--- config.mk ---
export PLATFORM = sky130hd
export DESIGN_NAME = mem_write_buffer
export DESIGN_NICKNAME = d
export VERILOG_FILES = /design/src/rtl/mem_write_buffer.sv
export SDC_FILE = /design/constraint.sdc
export NUM_CORES = 1
export LEC_CHECK = 0
export BUFFER_PORTS_ARGS = -buffer_cell sky130_fd_sc_hd__buf_2
export CORE_MARGIN = 2
export CORE_UTILIZATION = 60
export DETAILED_ROUTE_END_ITERATION = 10
export GPL_ROUTABILITY_DRIVEN = 1
export PLACE_DENSITY = 0.86
export SLEW_MARGIN = 30
export SYNTH_ARGS = -nofsm -noshare
export SYNTH_HDL_FRONTEND = slang
export SYNTH_SLANG_ARGS = --single-unit
--- constraint.sdc ---
create_clock -name clk -period 3.5 [get_ports clk]
set_input_delay 0.175 -clock clk [delete_from_list [all_inputs] [get_ports clk]]
set_output_delay 0.175 -clock clk [all_outputs]
set_load 0.03 [all_outputs]
--- src/rtl/mem_write_buffer.sv ---
// Posted-write buffer between the core data port and byte-lane data memory.
// Stores are queued and retired one per cycle in order; loads are forwarded
// from the youngest matching buffered store or read from memory.
module mem_write_buffer #(
    parameter int unsigned DEPTH      = 4,
    parameter int unsigned MEM_RD_LAT = 1
) (
    input  logic        clk,
    input  logic        rst_b,
    input  logic        wr_req,
    input  logic [31:0] wr_addr,
    input  logic [31:0] wr_data,
    output logic        wr_ready,
    input  logic        rd_req,
    input  logic [31:0] rd_addr,
    output logic        rd_valid,
    output logic [31:0] rd_data,
    output logic        rd_busy,
    output logic        empty,
    output logic [31:0] mem_addr,
    output logic [7:0]  mem_data_in [0:3],
    output logic        mem_write_en,
    input  logic [7:0]  mem_data_out [0:3]
);

    localparam int unsigned PtrW = (DEPTH > 1) ? $clog2(DEPTH) : 1;
    localparam int unsigned CntW = $clog2(DEPTH + 1);
    localparam int unsigned LatW = (MEM_RD_LAT > 1) ? $clog2(MEM_RD_LAT) : 1;

    typedef enum logic [2:0] {StIdle, StDrain, StRdCheck, StRdMem, StRdResp} state_e;

    state_e          state_q, state_d;
    logic [29:0]     addr_q [DEPTH];
    logic [31:0]     data_q [DEPTH];
    logic [PtrW-1:0] head_q, head_d, tail_q, tail_d, scan_idx;
    logic [CntW-1:0] count_q, count_d;
    logic [LatW-1:0] lat_q, lat_d;
    logic [31:0]     rd_data_q, rd_data_d;
    logic [31:0]     mem_addr_q, mem_wdata_q, mem_wdata, mem_rdata;
    logic            push, pop, hit;
    logic [31:0]     hit_data;
    logic            unused_lsbs;

    // Stores are compared and retired as whole words.
    assign unused_lsbs = ^{wr_addr[1:0]};

    assign wr_ready = (count_q < CntW'(DEPTH));
    assign push     = wr_req & wr_ready;
    assign pop      = (state_q == StDrain);
    assign count_d  = count_q + CntW'(push) - CntW'(pop);
    assign head_d   = pop  ? head_q + PtrW'(1) : head_q;
    assign tail_d   = push ? tail_q + PtrW'(1) : tail_q;

    assign rd_valid = (state_q == StRdResp);
    assign rd_busy  = (state_q == StRdCheck) || (state_q == StRdMem) || (state_q == StRdResp);
    assign rd_data  = rd_data_q;
    assign empty    = (count_q == '0) && (state_q != StDrain);
    assign mem_rdata = {mem_data_out[3], mem_data_out[2], mem_data_out[1], mem_data_out[0]};

    // Lane split of the outgoing store word.
    always_comb begin
        for (int k = 0; k < 4; k++) begin
            mem_data_in[k] = mem_wdata[8*k +: 8];
        end
    end

    // Scan oldest to youngest so the last match seen is the youngest store.
    always_comb begin
        hit      = 1'b0;
        hit_data = '0;
        scan_idx = '0;
        for (int unsigned i = 0; i < DEPTH; i++) begin
            scan_idx = head_q + PtrW'(i);
            if ((CntW'(i) < count_q) && (addr_q[scan_idx] == rd_addr[31:2])) begin
                hit      = 1'b1;
                hit_data = data_q[scan_idx];
            end
        end
    end

    // Next-state and memory-port outputs; address/data hold when not driven.
    always_comb begin
        state_d      = state_q;
        lat_d        = lat_q;
        rd_data_d    = rd_data_q;
        mem_write_en = 1'b0;
        mem_addr     = mem_addr_q;
        mem_wdata    = mem_wdata_q;
        unique case (state_q)
            StIdle, StDrain: begin
                if (state_q == StDrain) begin
                    // Gated by reset so an aborted drain never reaches memory.
                    mem_write_en = ~rst_b;
                    mem_addr     = {addr_q[head_q], 2'b00};
                    mem_wdata    = data_q[head_q];
                end
                if (rd_req) begin
                    state_d = StRdCheck;
                end else if (count_d != '0) begin
                    state_d = StDrain;
                end else begin
                    state_d = StIdle;
                end
            end
            StRdCheck: begin
                lat_d = '0;
                if (hit) begin
                    rd_data_d = hit_data;
                    state_d   = StRdResp;
                end else begin
                    state_d = StRdMem;
                end
            end
            StRdMem: begin
                mem_addr = rd_addr;
                if (lat_q == LatW'(MEM_RD_LAT - 1)) begin
                    rd_data_d = mem_rdata;
                    state_d   = StRdResp;
                end else begin
                    lat_d = lat_q + LatW'(1);
                end
            end
            StRdResp: begin
                state_d = (count_d != '0) ? StDrain : StIdle;
            end
            default: state_d = StIdle;
        endcase
    end

    // Control state with synchronous reset.
    always_ff @(posedge clk) begin
        if (rst_b) begin
            state_q     <= StIdle;
            head_q      <= '0;
            tail_q      <= '0;
            count_q     <= '0;
            lat_q       <= '0;
            rd_data_q   <= '0;
            mem_addr_q  <= '0;
            mem_wdata_q <= '0;
        end else begin
            state_q     <= state_d;
            head_q      <= head_d;
            tail_q      <= tail_d;
            count_q     <= count_d;
            lat_q       <= lat_d;
            rd_data_q   <= rd_data_d;
            mem_addr_q  <= mem_addr;
            mem_wdata_q <= mem_wdata;
        end
    end

    // Entry storage; validity is tracked by head/count alone.
    always_ff @(posedge clk) begin
        if (push) begin
            addr_q[tail_q] <= wr_addr[31:2];
            data_q[tail_q] <= wr_data;
        end
    end

endmodule

# [After elaboration in Yosys (flattened, before gate mapping)]
# Memories as Yosys holds them, arrays and structs flattened. A register that Yosys moved wholly into a read port is not among the register bits.
# Index checks and enable logic that the tools add are counted.
[word_totals] out_inout_bits=101 reg_bits=107 word_cells=78 memories=2 ram_bits=248
[op_classes] bitwise_logic=2 n_lt_le_gt_ge=5 n_reduce_logical=13 n_eq_ne=11 muxes=30 add_sub_neg=7
[mem_list] memory="data_q" words=4 word_bits=32 read_ports=4 rd_ports_with_merged_regs=1 write_ports=1 line="34" source="logic [31:0] data_q [DEPTH];"
[mem_list] memory="addr_q" words=4 word_bits=30 read_ports=4 rd_ports_with_merged_regs=1 write_ports=1 line="33" source="logic [29:0] addr_q [DEPTH];"
[op_table] cell="$mux 32" count=9
[op_table] cell="$pmux 32 s2" count=2
[op_table] cell="$eq 30x30->1" count=4
[op_table] cell="$pmux 3 s4" count=1
[op_table] cell="$mux 1" count=10
[op_table] cell="$mux 2" count=5
[op_table] cell="$eq 3x2->1 const B" count=2
[op_table] cell="$logic_not 3->1" count=2
[op_table] cell="$lt 1x3->1 const A" count=2
[op_table] cell="$lt 2x3->1 const A" count=2
[op_table] cell="$mux 3" count=2
[op_table] cell="$logic_and 1x1->1" count=5
[op_table] cell="$add 2x1->2 const B" count=2
[op_table] cell="$add 2x2->2 const B" count=2
[op_table] cell="$ne 2x2->1 const B" count=2
[op_table] cell="$add 3x1->3" count=1
[op_table] cell="$eq 3x1->1 const B" count=1
[op_table] cell="$eq 3x3->1 const B" count=1
[op_table] cell="$lt 3x3->1 const B" count=1
[op_table] cell="$ne 3x1->1 const B" count=1
[op_table] cell="$reduce_and 3->1" count=1
[op_table] cell="$reduce_bool 3->1" count=1
[op_table] cell="$sub 3x1->3" count=1
[op_table] cell="$logic_or 1x1->1" count=2
[op_table] cell="6 further kinds" count=6

# [Logic depth before layout (Yosys ltp)]
# Gate-level depths: netlist of run 1.
# An unclocked memory read counts as a cell.
[depth] depth_word=9 ltp_mapped=16 depth_no_buf=11

# [Worst setup path before layout of run 1]
# No wires, ideal clock.
[synth_timing] kind="flip-flop to flip-flop" from="register head_q[1]" to="register rd_data_q[10], in the netlist rd_data[10]" arrival_ps=2851 setup_slack_ps=561 setup_ps=88 required_time_ps=3412 path_stages_with_launch=15 path_cell_list="dfxtp_1 -> buf_6 -> buf_4 -> buf_4 -> mux4_2 -> xnor2_1 -> nand2_1 -> a2111oi_0 -> o2111ai_1 -> or2_1 -> buf_6 -> buf_6 -> mux2i_1 -> and3_1 -> o32ai_2"
[synth_between] elab_chain_len=9 word_cells_on_any_way=21 cone_classes="3 x add/sub; 4 x eq/ne; 8 x mux; 4 x reduce/logical; 2 x memory"
[synth_lines] item="from (decl)" line="35" source="logic [PtrW-1:0] head_q, head_d, tail_q, tail_d, scan_idx;"
[synth_lines] item="from (signal assigned)" line="134" source="head_q <= '0;"
[synth_lines] item="from (signal assigned)" line="143" source="head_q <= head_d;"
[synth_lines] item="$add 2x1->2" line="73" source="scan_idx = head_q + PtrW'(i);"
[synth_lines] item="$mem_v2 4x30"
[synth_lines] item="$eq 30x30->1" line="74" source="if ((CntW'(i) < count_q) && (addr_q[scan_idx] == rd_addr[31:2])) begin"
[synth_lines] item="$logic_and 1x1->1" line="74"
[synth_lines] item="$mux 32 / $mux 1 (equally long branches) (3 in series)" line="74"
[synth_lines] item="$mux 32 / $ne 2x2->1 (equally long branches)"
[synth_lines] item="$pmux 32 s2 / $reduce_and 3->1 (equally long branches)"
[synth_lines] item="to (signal assigned)" line="147" source="rd_data_q <= rd_data_d;"
[synth_lines] item="to (decl)" line="38" source="logic [31:0] rd_data_q, rd_data_d;"
# Parallel ways exist; a longest one is shown, timed or not. The select of a mux whose other input is x is not followed.
# A chain may end at the register's enable or synchronous reset.

# [Worst setup path after layout of run 1]
[layout_timing] from="register head_q[1]" to="register rd_data_q[15], in the netlist rd_data[15]"
# Same word-level chain as after synthesis.

==> results of run 1 <==
cell type report:
| class | instances | area, sq um |
|---|---|---|
| multi-input combinational | 1207 | 11100 |
| sequential | 356 | 9630 |
| fill | 2210 | 9170 |
| timing repair buffer | 423 | 3380 |
| clock buffer | 56 | 1130 |
| tap | 461 | 577 |
| clock inverter | 16 | 226 |
| inverter | 50 | 190 |
| antenna | 5 | 12.5 |
state kept, by name, summed over array words and instances, names as in the netlist, named ones only:
name         count
tail_q           2
rd_data         32
mem_wdata_q     32
data_q         128
mem_addr_q      32
state_q          3
count_q          3
addr_q         120
head_q           2
power by group:
part,switching (mW),internal [mW]
sequential,0.291,5.02
combinational,3.45,2.23
clock,1.76,2.63
total,5.50,9.88
timing repair:
action                                 CTS  global route
endpoints found under the hold margin  251             0
resized for setup                       16            44
pin swaps                                1            13
hold buffers                            65             0
setup endpoints to repair               32            32
setup buffers                            2            19
gates cloned                             2             5
through the flow:
stage	instances	utilization (%)	setup WS, ns
floorplan	1778	-	0.561
global route	2573	74.1	-0.118
global placement	2404	66.3	-0.0777
CTS	2545	72.5	0.0175
finish	2574	74.1	-0.0175
detailed placement	2404	66.3	-0.162
synth_stat cells (3+ instances only):
cell         n
edfxtp_1   248
mux2i_1    237
dfxtp_1    108
nor2b_1    101
nor2_1      89
clkbuf_1    85
mux4_2      82
a21oi_1     79
mux2_2      74
xnor2_1     72
nand2_1     55
inv_1       47
o21ai_0     44
o22ai_1     42
nand4_1     41
xor2_1      39
a211oi_1    38
and3_1      34
a2111oi_2   31
o32ai_2     31
buf_2       24
buf_6       22
buf_1       18
nor4_1      12
buf_4       10
nand3_1      9
ha_1         8
nor3_1       8
nand2b_1     6
a2111oi_0    5
and2_1       5
o2111ai_1    5
buf_8        4
mux2_1       4
or4_1        4
a221oi_1     3
o221ai_1     3
or2_1        3
critical path: cells and delay by family, from the launching register on:
family                    cells  cell delay [ns]
and+or+nand+nor               2             0.78
muxes                         2             0.42
DFF                           1             0.45
AOI/OAI and AO/OA             4             0.88
xor gates and xnor gates      1             0.13
buffers and inverters         4             0.73
worst max-delay path by stage:
stage	depth (start not counted)	startpoint	endpoint	slack (ns)
finish	13	head_q[1]	rd_data[15]	-0.02
floorplan	14	head_q[1]	rd_data[10]	0.56
global placement	13	head_q[0]	rd_data[2]	-0.08
global route	14	head_q[1]	rd_data[15]	-0.12
CTS	13	head_q[0]	rd_data[2]	0.02
detailed placement	13	head_q[0]	rd_data[10]	-0.16
metal layers:
layer	vias up	share of wire (%)
met2	1190	46
met1	8474	38
li1	7405	-
met3	213	12
met5	-	0.059
met4	6	3.9
kinds of logic (layout without fill, tap and decap cells):
family	Yosys count	in the layout	synth area share (%)
AOI/OAI and AO/OA	309	309	11.8
muxes	398	398	23.8
buffers and inverters	215	545	5.21
xor gates and xnor gates	111	111	4.52
and+or+nand+nor	380	380	9.49
DFF	356	356	44.7
adders and majority gates	9	9	0.558
other	0	5	0
==> out/results.txt, run 1 <==
Initial antenna violation count: 8
DRT iter0 DRCs: 2184
Max Fclk: 284 MHz
Pleak: 9.21 nW
Post-synth ARST share: 0%
Failing checks: setup timing
Crit Path Category: flop to flop
Global-route wire length before repair: 100000 um
Setup slack, reg-to-reg: -0.02 ns
IO buf count: 230
Share of layout cells above drive strength 1: 33.0%
Leading cell type in the layout, fill and taps excluded: edfxtp_1
Hold Path Origin: mem_data_out[12]
Avg Cell Area, Syn: 12.1 sq um
Crit path DAT: 3.99 ns
CP max stage cell: or4_1
Power per cell area: 587 nW/um^2
Wire per inst: 26.6 um
Die area: 37400 sq um
WHS Path Cells: 3
Syn Std Cell Area: 21500 sq um
Core area: 35400 sq um
FF+latch count, synth: 356
Cell Rows: 69
Max-cap violation count: 0
Vias in the first global route: 17000
Worst-Skew Late Latency: 0.57 ns
HP Class: primary input to flop
GRT Overall Usage: 34.6%
Met3 Usage GRT: 7.17%
Chip height: 193 um
Critical Path RT: 3.98 ns
CTS tree: done
Fin area: 26200 sq um
Clk root buf: clkbuf_16
Final worst slack: -0.0175 ns
Area growth from synthesis to layout: 21.9%
YS warnings: 0
Post-synth top area cell: edfxtp_1
Htree depth: 2
Rel. slew slack: 34.2%
Clk slew on worst S/H paths: 0.06 ns
Number of failing hold endpoints at the final stage: 0
DR pass1 iterations: 6
TritonCTS Buffers: 40
Commonest cells after routing, fill and taps aside: edfxtp_1 (248), buf_2 (230), mux2i_1 (224)
Longest Clk Path Bufs: 3
GRT met2 Usage: 53.8%
Drc violations: 0
M1 GR Usage: 47.7%
Sequential fraction of the synthesis area: 44.7%
Area contributors post-synth: edfxtp_1 (35%), mux2i_1 (11%), dfxtp_1 (10%), mux4_2 (8.6%), mux2_2 (3.9%)
Total number of vias: 17300
Startpoint types: flop
Largest net degree at the start of global routing: 95
Worst slew pin tran: 0.987 ns
Final setup TNS: -0.0175 ns
Worst r2r dst: rd_data[15]
Minimum clock period: 3.52 ns
Routed Antenna Nets: 0
Cell variety after synth: 76
Tot Pwr: 15.4 mW
Hold slack: 0.0143 ns
Post-DP Area: 23500 sq um
Syn Nets: 1919
Status: finished with violations
Worst Hold Path EP: rd_data[20]
Crit path cell chain: buf_12 > buf_6 > mux2i_4 > xnor2_2 > or4_1 > o31ai_2 > o2111ai_4 > buf_6 > buf_12 > a2111oi_2 > mux2i_1 > and3_1 > o32ai_2
R2R cell count: 13
Critical R2R Launch: head_q[1]
EDFF count, synth: 248
Largest stage delay on the critical path: 0.56 ns
Routed vias/inst: 6.72
Post-Synthesis Cells: 1778
Grt ovf: 0
Crit end category: flop
Slew Limit Fails: 0
Synth top area share: 34.6%
Top_reg_cell synth: edfxtp_1
Skew final: 0.0258 ns
Most Used Layer, Global Route: met2
Crit share post-route: 101%
Starting Density: 60.8%
Io pins: 233
# setup viols final: 1
Final nets: 2219
Post-Route WL: 68400 um
Clock sink count: 356
Worst VDD drop: 480 uV
Die W: 193 um
HPWL Detailed: 43900 um
Crit path max fanout: 13
Final GP Congestion: 1.02
(Power assumes the default switching activity.)
==> run 2, diff against run 1 <==
BUFFER_PORTS_ARGS = -buffer_cell sky130_fd_sc_hd__buf_4   (was -buffer_cell sky130_fd_sc_hd__buf_2)
==> out/results.txt, run 2 (synthesis results as in run 1) <==
Crit Path Category: flop to flop (unchanged)
CTS tree: done (unchanged)
Worst slew pin tran: 0.939 ns (was 0.987 ns)
Final GP Congestion: 1.00 (was 1.02)
Worst r2r dst: rd_data[31] (was rd_data[15])
Routed Antenna Nets: 0 (unchanged)
Final worst slack: 0.00919 ns (was -0.0175 ns)
Max Fclk: 286 MHz (was 284 MHz)
Crit path max fanout: 32 (was 13)
Internal: 9.70 mW (was 9.88 mW)
IO buf count: 230 (unchanged)
Io pins: 233 (unchanged)
Die area: 37400 sq um (unchanged)
Die W: 193 um (unchanged)
Global-route wire length before repair: 99900 um (was 100000 um)
Largest net degree at the start of global routing: 162 (was 95)
Leading cell type in the layout, fill and taps excluded: buf_4 (was edfxtp_1)
Layout Utilization: 74.6% (was 74.1%)
Slew Limit Fails: 0 (unchanged)
Worst VDD drop: 443 uV (was 480 uV)
Cell Rows: 69 (unchanged)
Minimum clock period: 3.49 ns (was 3.52 ns)
Crit end category: flop (unchanged)
R2R cell count: 12 (was 13)
Startpoint types: flop (unchanged)
Pleak: 9.15 nW (was 9.21 nW)
Vias in the first global route: 17000 (about the same)
Critical R2R Launch: head_q[1] (unchanged)
Worst Hold Path EP: rd_data[21] (was rd_data[20])
Skew final: 0.0276 ns (was 0.0258 ns)
Drc violations: 0 (unchanged)
Starting Density: 60.8% (unchanged)
Pre-CTS setup slack: 0.00453 ns (was -0.162 ns)
HPWL Detailed: 43300 um (was 43900 um)
Hold Path Origin: mem_data_out[13] (was mem_data_out[12])
GRT Overall Usage: 34.7% (was 34.6%)
Area growth from synthesis to layout: 22.8% (was 21.9%)
Power per cell area: 573 nW/um^2 (was 587 nW/um^2)
Clk root buf: clkbuf_16 (unchanged)
Rel. slew slack: 37.4% (was 34.2%)
Critical Path RT: 3.98 ns (about the same)
Fill count: 2215 (was 2210)
Fin area: 26400 sq um (was 26200 sq um)
Largest register FFs: 128 (unchanged)
Worst-Skew Late Latency: 0.58 ns (was 0.57 ns)
Part of the power in registers: 35.0% (was 34.5%)
Htree depth: 2 (unchanged)
Post-Route WL: 67700 um (was 68400 um)
Share of layout cells above drive strength 1: 31.5% (was 33.0%)
Setup slack, reg-to-reg: 0.009 ns (was -0.02 ns)
Commonest cells after routing, fill and taps aside: buf_4 (299), edfxtp_1 (248), mux2i_1 (231) (was edfxtp_1 (248), buf_2 (230), mux2i_1 (224))
Wire per inst: 26.4 um (was 26.6 um)
Final nets: 2204 (was 2219)
DR pass1 iterations: 6 (unchanged)
Max-cap violation count: 0 (unchanged)
HP Class: primary input to flop (unchanged)
Sw frac: 35.9% (was 35.8%)
Clock sink count: 356 (unchanged)
Longest Clk Path Bufs: 3 (unchanged)
Chip height: 193 um (unchanged)
Crit path DAT: 3.97 ns (was 3.99 ns)
Crit share post-route: 99.7% (was 101%)
Tot Pwr: 15.1 mW (was 15.4 mW)
Clk slew on worst S/H paths: 0.06 ns (about the same)
Launch point of the worst path: head_q[1] (unchanged)
Post-DP Area: 24000 sq um (was 23500 sq um)
TritonCTS Buffers: 39 (was 40)
# setup viols final: 0 (was 1)
P_sw: 5.43 mW (was 5.50 mW)
Status: complete, no violations (was finished with violations)
Total number of vias: 17200 (was 17300)
Comb pwr share: 38.5% (was 36.9%)
Top Registers: data_q (128), addr_q (120) (unchanged)
Routed vias/inst: 6.71 (was 6.72)
DRT iter0 DRCs: 2331 (was 2184)
Biggest register: data_q (unchanged)
Core area: 35400 sq um (unchanged)
WHS Path Cells: 3 (unchanged)
Clk pwr share: 26.5% (was 28.6%)
Grt ovf: 0 (unchanged)
Number of failing hold endpoints at the final stage: 0 (unchanged)
Initial antenna violation count: 4 (was 8)
Hold slack: 0.0182 ns (was 0.0143 ns)
run 2: power groups by stage:
stage / Sequential, mW / Clock (mW) / Combinational [mW]
after floorplan: 5.28 / 0 / 3.70
after global placement: 5.36 / 0 / 5.27
after detailed placement: 5.41 / 0 / 5.36
after CTS: 5.31 / 4.04 / 5.51
after global routing: 5.33 / 4.20 / 6.12
final: 5.29 / 4.01 / 5.83
run 2: worst max path at each step:
stage          slack [ns]  cells after the start     endpoint
6_report            0.009                     12  rd_data[31]
5_1_grt             -0.02                     11  rd_data[16]
4_1_cts              0.02                     11   rd_data[0]
3_5_place_dp        0.005                     11  rd_data[11]
3_3_place_gp       -0.008                     11   rd_data[1]
2_1_floorplan        0.56                     14  rd_data[10]
run 2: cell type report:
| cell class | instances | area (sq um) | share of cell area [%] |
|---|---|---|---|
| diodes | 4 | 10.0 | 0.0379 |
| clock buffers | 49 | 1050 | 3.99 |
| clock inverters | 22 | 171 | 0.649 |
| inverters | 50 | 190 | 0.720 |
| multi-input cells | 1207 | 11000 | 41.6 |
| flip-flops and latches | 356 | 9630 | 36.4 |
| well taps | 461 | 577 | 2.18 |
| repair buffers | 409 | 3790 | 14.4 |
run 2: critical path, cell delays in order, from the launching register on:
cell and delay [ns]:
dfxtp_4 0.42, buf_4 0.22, mux2_2 0.41, a222oi_1 0.31, a31oi_1 0.15, a2111oi_2 0.39, nand4_1 0.28, buf_4 0.22
nor3_4 0.15, buf_12 0.25, a21oi_1 0.14, and3_1 0.22, o32ai_2 0.20
run 2: through the flow:
| stage | setup TNS (ns) | std cells |
|---|---|---|
| 6_report | 0 | 2558 |
| 5_1_grt | -0.0596 | 2557 |
| 4_1_cts | 0 | 2535 |
| 3_5_place_dp | 0 | 2398 |
| 3_3_place_gp | -0.00772 | 2398 |
| 2_1_floorplan | 0 | 1778 |
run 2: what timing repair did:
| action | CTS | global route |
|---|---|---|
| buffers inserted | 1 | 10 |
| gates cloned | 0 | 9 |
| pin swaps | 0 | 5 |
| resized for setup | 2 | 33 |
| endpoints found under the hold margin | 251 | 0 |
| endpoints found under the setup margin | 32 | 32 |
| hold buffers | 65 | 0 |
run 2: layer usage:
| layer | vias up | GRT usage (%) | part of all wire [%] |
|---|---|---|---|
| li1 | 7384 | - | - |
| met1 | 8358 | 47.4 | 38 |
| met2 | 1204 | 54.3 | 46 |
| met3 | 224 | 8.14 | 13 |
| met4 | 0 | 12.8 | 3.6 |
| met5 | - | 0 | 0 |
